[config.mk]
export PLATFORM = sky130hd
export DESIGN_NAME = modular_multiplier
export DESIGN_NICKNAME = d
export VERILOG_FILES = /design/src/rtl/modular_multiplier.sv
export SDC_FILE = /design/constraint.sdc
export NUM_CORES = 2
export LEC_CHECK = 0
export BUFFER_PORTS_ARGS = -buffer_cell sky130_fd_sc_hd__buf_4
export CORE_MARGIN = 4
export CORE_UTILIZATION = 25
export CTS_CLUSTER_DIAMETER = 200
export DETAILED_ROUTE_END_ITERATION = 6
export SLEW_MARGIN = 20
export SYNTH_ARGS = -nofsm -noshare
export SYNTH_HDL_FRONTEND = slang
export SYNTH_SLANG_ARGS = --single-unit
[constraint.sdc]
create_clock -name clk -period 28.9 [get_ports clk]
set_input_delay 1.445 -clock clk [delete_from_list [all_inputs] [get_ports clk]]
set_output_delay 1.445 -clock clk [all_outputs]
set_load 0.02 [all_outputs]
[src/rtl/modular_multiplier.sv]
// Sequential MSB-first interleaved modular multiplier: result = (a * b) mod p.
// Consumes one bit of b per cycle; start/done handshake with a fixed latency of N cycles.
module modular_multiplier #(
    parameter int N = 231
) (
    input  logic         clk,
    input  logic         reset,
    input  logic         start,
    input  logic [N-1:0] p,
    input  logic [N-1:0] a,
    input  logic [N-1:0] b,
    output logic [N-1:0] result,
    output logic         busy,
    output logic         done
);

    localparam int CW = (N > 1) ? $clog2(N) : 1;
    localparam logic [CW-1:0] CNT_LAST = CW'(N - 1);

    typedef enum logic [1:0] {
        IDLE = 2'd0,
        RUN  = 2'd1,
        DONE = 2'd2
    } state_t;

    state_t        state_reg, state_next;
    logic [N-1:0]  p_reg, p_next;
    logic [N-1:0]  a_reg, a_next;
    logic [N-1:0]  b_reg, b_next;
    logic [N-1:0]  r_reg, r_next;
    logic [CW-1:0] cnt_reg, cnt_next;
    logic [N-1:0]  result_reg, result_next;
    logic          busy_reg, busy_next;
    logic          done_reg, done_next;

    // One interleaved step. R < p keeps every intermediate inside N+1 bits.
    logic [N:0] p_ext;
    logic [N:0] t_dbl;
    logic [N:0] t_red;
    logic [N:0] u_sum;
    logic [N:0] u_red;

    always_comb begin
        p_ext = {1'b0, p_reg};
        t_dbl = {r_reg, 1'b0};
        t_red = (t_dbl >= p_ext) ? (t_dbl - p_ext) : t_dbl;
        u_sum = t_red + (b_reg[N-1] ? {1'b0, a_reg} : '0);
        u_red = (u_sum >= p_ext) ? (u_sum - p_ext) : u_sum;
    end

    always_ff @(posedge clk) begin
        if (reset) begin
            state_reg  <= IDLE;
            p_reg      <= '0;
            a_reg      <= '0;
            b_reg      <= '0;
            r_reg      <= '0;
            cnt_reg    <= '0;
            result_reg <= '0;
            busy_reg   <= 1'b0;
            done_reg   <= 1'b0;
        end else begin
            state_reg  <= state_next;
            p_reg      <= p_next;
            a_reg      <= a_next;
            b_reg      <= b_next;
            r_reg      <= r_next;
            cnt_reg    <= cnt_next;
            result_reg <= result_next;
            busy_reg   <= busy_next;
            done_reg   <= done_next;
        end
    end

    always_comb begin
        state_next  = state_reg;
        p_next      = p_reg;
        a_next      = a_reg;
        b_next      = b_reg;
        r_next      = r_reg;
        cnt_next    = cnt_reg;
        result_next = result_reg;
        busy_next   = busy_reg;
        done_next   = 1'b0;

        unique case (state_reg)
            IDLE: begin
                busy_next = 1'b0;
                if (start) begin
                    p_next     = p;
                    a_next     = a;
                    b_next     = b;
                    r_next     = '0;
                    cnt_next   = CNT_LAST;
                    busy_next  = 1'b1;
                    state_next = RUN;
                end
            end
            RUN: begin
                r_next = u_red[N-1:0];
                b_next = b_reg << 1;
                if (cnt_reg == '0) begin
                    result_next = u_red[N-1:0];
                    done_next   = 1'b1;
                    state_next  = DONE;
                end else begin
                    cnt_next = cnt_reg - 1'b1;
                end
            end
            DONE: begin
                busy_next  = 1'b0;
                state_next = IDLE;
            end
            default: begin
                busy_next  = 1'b0;
                state_next = IDLE;
            end
        endcase
    end

    assign result = result_reg;
    assign busy   = busy_reg;
    assign done   = done_reg;

endmodule

==> flow_summary.json <==
{
  "drc": 7,
  "wire_per_inst_um": 27.02,
  "post_cts_buffers": 0,
  "synth_area_per_cell_sq_um": 6.884,
  "async_flop_share_pct": 0,
  "dr.pass1.iters": 7,
  "synth_warnings": 0,
  "nNetsFinal": 15824,
  "violations": "design-rule violations",
  "hold_slack_ns": 0.4482,
  "crit_top_cell": "a21oi_1",
  "hold_viol": 0,
  "startpoint_type": "register",
  "period_minus_slack_ns": 18.15,
  "status": "finished, violations left",
  "h-tree-depth": 4,
  "gr-total-overflow": 0,
  "rows": 229,
  "crit_path_start": "p_reg[54]",
  "portBuffers": 928,
  "hold_path.class": "register to register",
  "postCtsHoldBufs": 0,
  "maxCapViolations": 0,
  "tns_ns": 0,
  "cts_inserted_buffers": 158,
  "insertion_delay_ns": 0.91,
  "ys_seq_elements": 1167,
  "wl_mm": 534.4,
  "arrival_ns": 18.93,
  "worstSetupPathType": "register to register",
  "clock-root-buffer": "clkbuf_16",
  "via_per_inst": 5.509,
  "initial_core_util_pct": 25.11,
  "r2r_cells": 50,
  "cts_resized": 0,
  "seq_area_sq_um": 23370,
  "die_w_um": 633.1,
  "crit_path_end_kind": "register",
  "clock_path_buffers": 4,
  "ys.flop_type": "dfxtp_1",
  "synth_seq_area_share_pct": 23.91,
  "io_pins": 929,
  "grt_pass1_vias": 102653,
  "finalCritPeriodShare_pct": 62.82,
  "clk_pin_slew_ns": 0.06,
  "synth.largest_area_cell": "dfxtp_1",
  "rsz0062_at_grt": "no",
  "slowest_stage": "buf_4",
  "synth_area_sq_um": 97700,
  "synth_edf_count": 0,
  "hpwl_mm": 431.7,
  "coreArea_sq_um": 389100,
  "vias": 108938,
  "antenna_left": 0,
  "fillCellCount": 43464,
  "grt_first_pass_wirelength_mm": 741.4,
  "cts.sinks": 1167,
  "cts_tree": "yes",
  "min_path_cells": 2,
  "crit_required_ns": 29.67,
  "netlist_instances": 14192,
  "finalSetupViolations": 0,
  "min_delay_worst_endpoint": "a_reg[155]",
  "slew_viol_final": 0,
  "cp_max_fo": 137,
  "skew_ns": 0.08274,
  "antenna_found_initial": 66,
  "synth.distinct_cells": 94,
  "grt_max_degree": 171,
  "syn2layout_area_growth_pct": 16.64,
  "utilization_pct": 29.29,
  "grt_usage_pct": 25.13,
  "die_y_um": 633.1,
  "place_congestion": 1.072,
  "max_freq_ghz": 0.05508,
  "synth_top_area_share_pct": 23.91,
  "slew_headroom_pct": 11.75,
  "r2r-start": "p_reg[54]",
  "netlist_top_cells_area": "dfxtp_1 (24%), a21oi_1 (12%), nand2_1 (9.1%)",
  "layout-drive-gt1-share_pct": 11.35,
  "drtIter0Drc": 11143,
  "syn_nets": 15586,
  "r2r_slack_ns": 10.75,
  "multi_input_area_sq_um": 69020,
  "min_from": "a_reg[155]",
  "slowest_delay_ns": 0.85,
  "dieArea_sq_um": 400900,
  "worst_pin_slew_ns": 1.310,
  "r2r_end": "result[68]"
}
## routing by layer
layer / global-route usage, % / wire (um) / vias to the layer above
li1: - / - / 50912
met1: 30.47 / 210200 / 51666
met2: 38.13 / 226100 / 5071
met3: 5.450 / 45000 / 1225
met4: 20.50 / 52600 / 64
met5: 0 / 409 / -
## through the flow
step / std cells / worst slack [ns] / instance area, sq um
floorplan: 14192 / 17.95 / 97700
global placement: 19464 / 11.24 / 108600
detailed placement: 19466 / 11.50 / 108600
CTS: 19745 / 11.37 / 113800
global route: 19752 / 10.44 / 113900
finish: 19776 / 10.75 / 114000
## cell type report
type,count,share of cell area (%)
antenna,30,0.06588
clock buffer,211,3.929
clock inverter,68,0.6742
inverter,474,1.568
multi-input combinational,11589,60.57
sequential,1167,20.51
tap,5197,5.706
timing repair buffer,1040,6.976
## worst max-delay path by stage
stage	end	cells after the start
after floorplan	result[222]	54
after global placement	result[68]	48
after detailed placement	result[68]	51
after CTS	result[68]	51
after global routing	result[68]	50
final	result[68]	50
## placed cells by master, fill, tap and decap left out, types with 38 or more instances in the layout
cell,synthesis,layout
nand2_1,2381,2378
nor2_1,1110,1105
or2_2,39,38
nand2b_1,60,60
nand4_1,373,373
nor2b_1,292,292
a21oi_1,2352,2352
a21o_1,339,339
o21ai_0,950,946
o221a_2,236,236
o211ai_1,258,258
o21ai_1,51,55
o21a_1,129,129
clkbuf_16,0,161
dfxtp_1,1167,1164
a21boi_0,59,59
and2_1,265,263
a31oi_1,61,60
xor2_1,276,276
nor4_1,62,58
xnor2_1,405,405
nand3_1,129,129
nor3_1,195,195
or3_1,173,173
a211oi_1,47,44
buf_4,7,1027
inv_1,473,473
o31ai_1,88,83
o21bai_1,199,199
ha_1,695,695
## synthesized netlist by cell type, types with 47 or more instances
library cell,count
nor2_1,1110
xnor2_1,405
a21o_1,339
a31oi_1,61
a21oi_1,2352
and2_1,265
nand2b_1,60
xor2_1,276
ha_1,695
nor4_1,62
o211ai_1,258
o21ai_0,950
o21ai_1,51
nand4_1,373
dfxtp_1,1167
a211oi_1,47
clkbuf_1,857
or3_1,173
nor3_1,195
buf_2,72
o31ai_1,88
o21bai_1,199
nor2b_1,292
nand2_1,2381
a21boi_0,59
o221a_2,236
o21a_1,129
inv_1,473
nand3_1,129
## cell families (layout without fill, tap and decap cells)
| logic type | after synthesis | count (layout) | share of synthesized area (%) |
|---|---|---|---|
| adders and majority gates | 698 | 698 | 8.962 |
| buffers and inverters | 1436 | 1793 | 5.671 |
| other | 0 | 30 | 0 |
| and+or+nand+nor | 5172 | 5172 | 23.92 |
| muxes | 19 | 19 | 0.1972 |
| DFF | 1167 | 1167 | 23.91 |
| AOI/OAI and AO/OA | 5017 | 5017 | 31.19 |
| xor gates and xnor gates | 683 | 683 | 6.154 |
## critical path, delay by kind of cell, from the launching register on
kind / cells / cell delay (ns)
fa+ha+maj: 3 / 1.43
flops: 1 / 0.33
compound gates: 29 / 9.40
xor+xnor: 1 / 0.48
simple gates: 10 / 3.32
buf+inv: 7 / 2.72
Power is left out: the tool's default activity adds up to more than one toggle a clock period on the data nets, which glitch-free logic cannot reach.
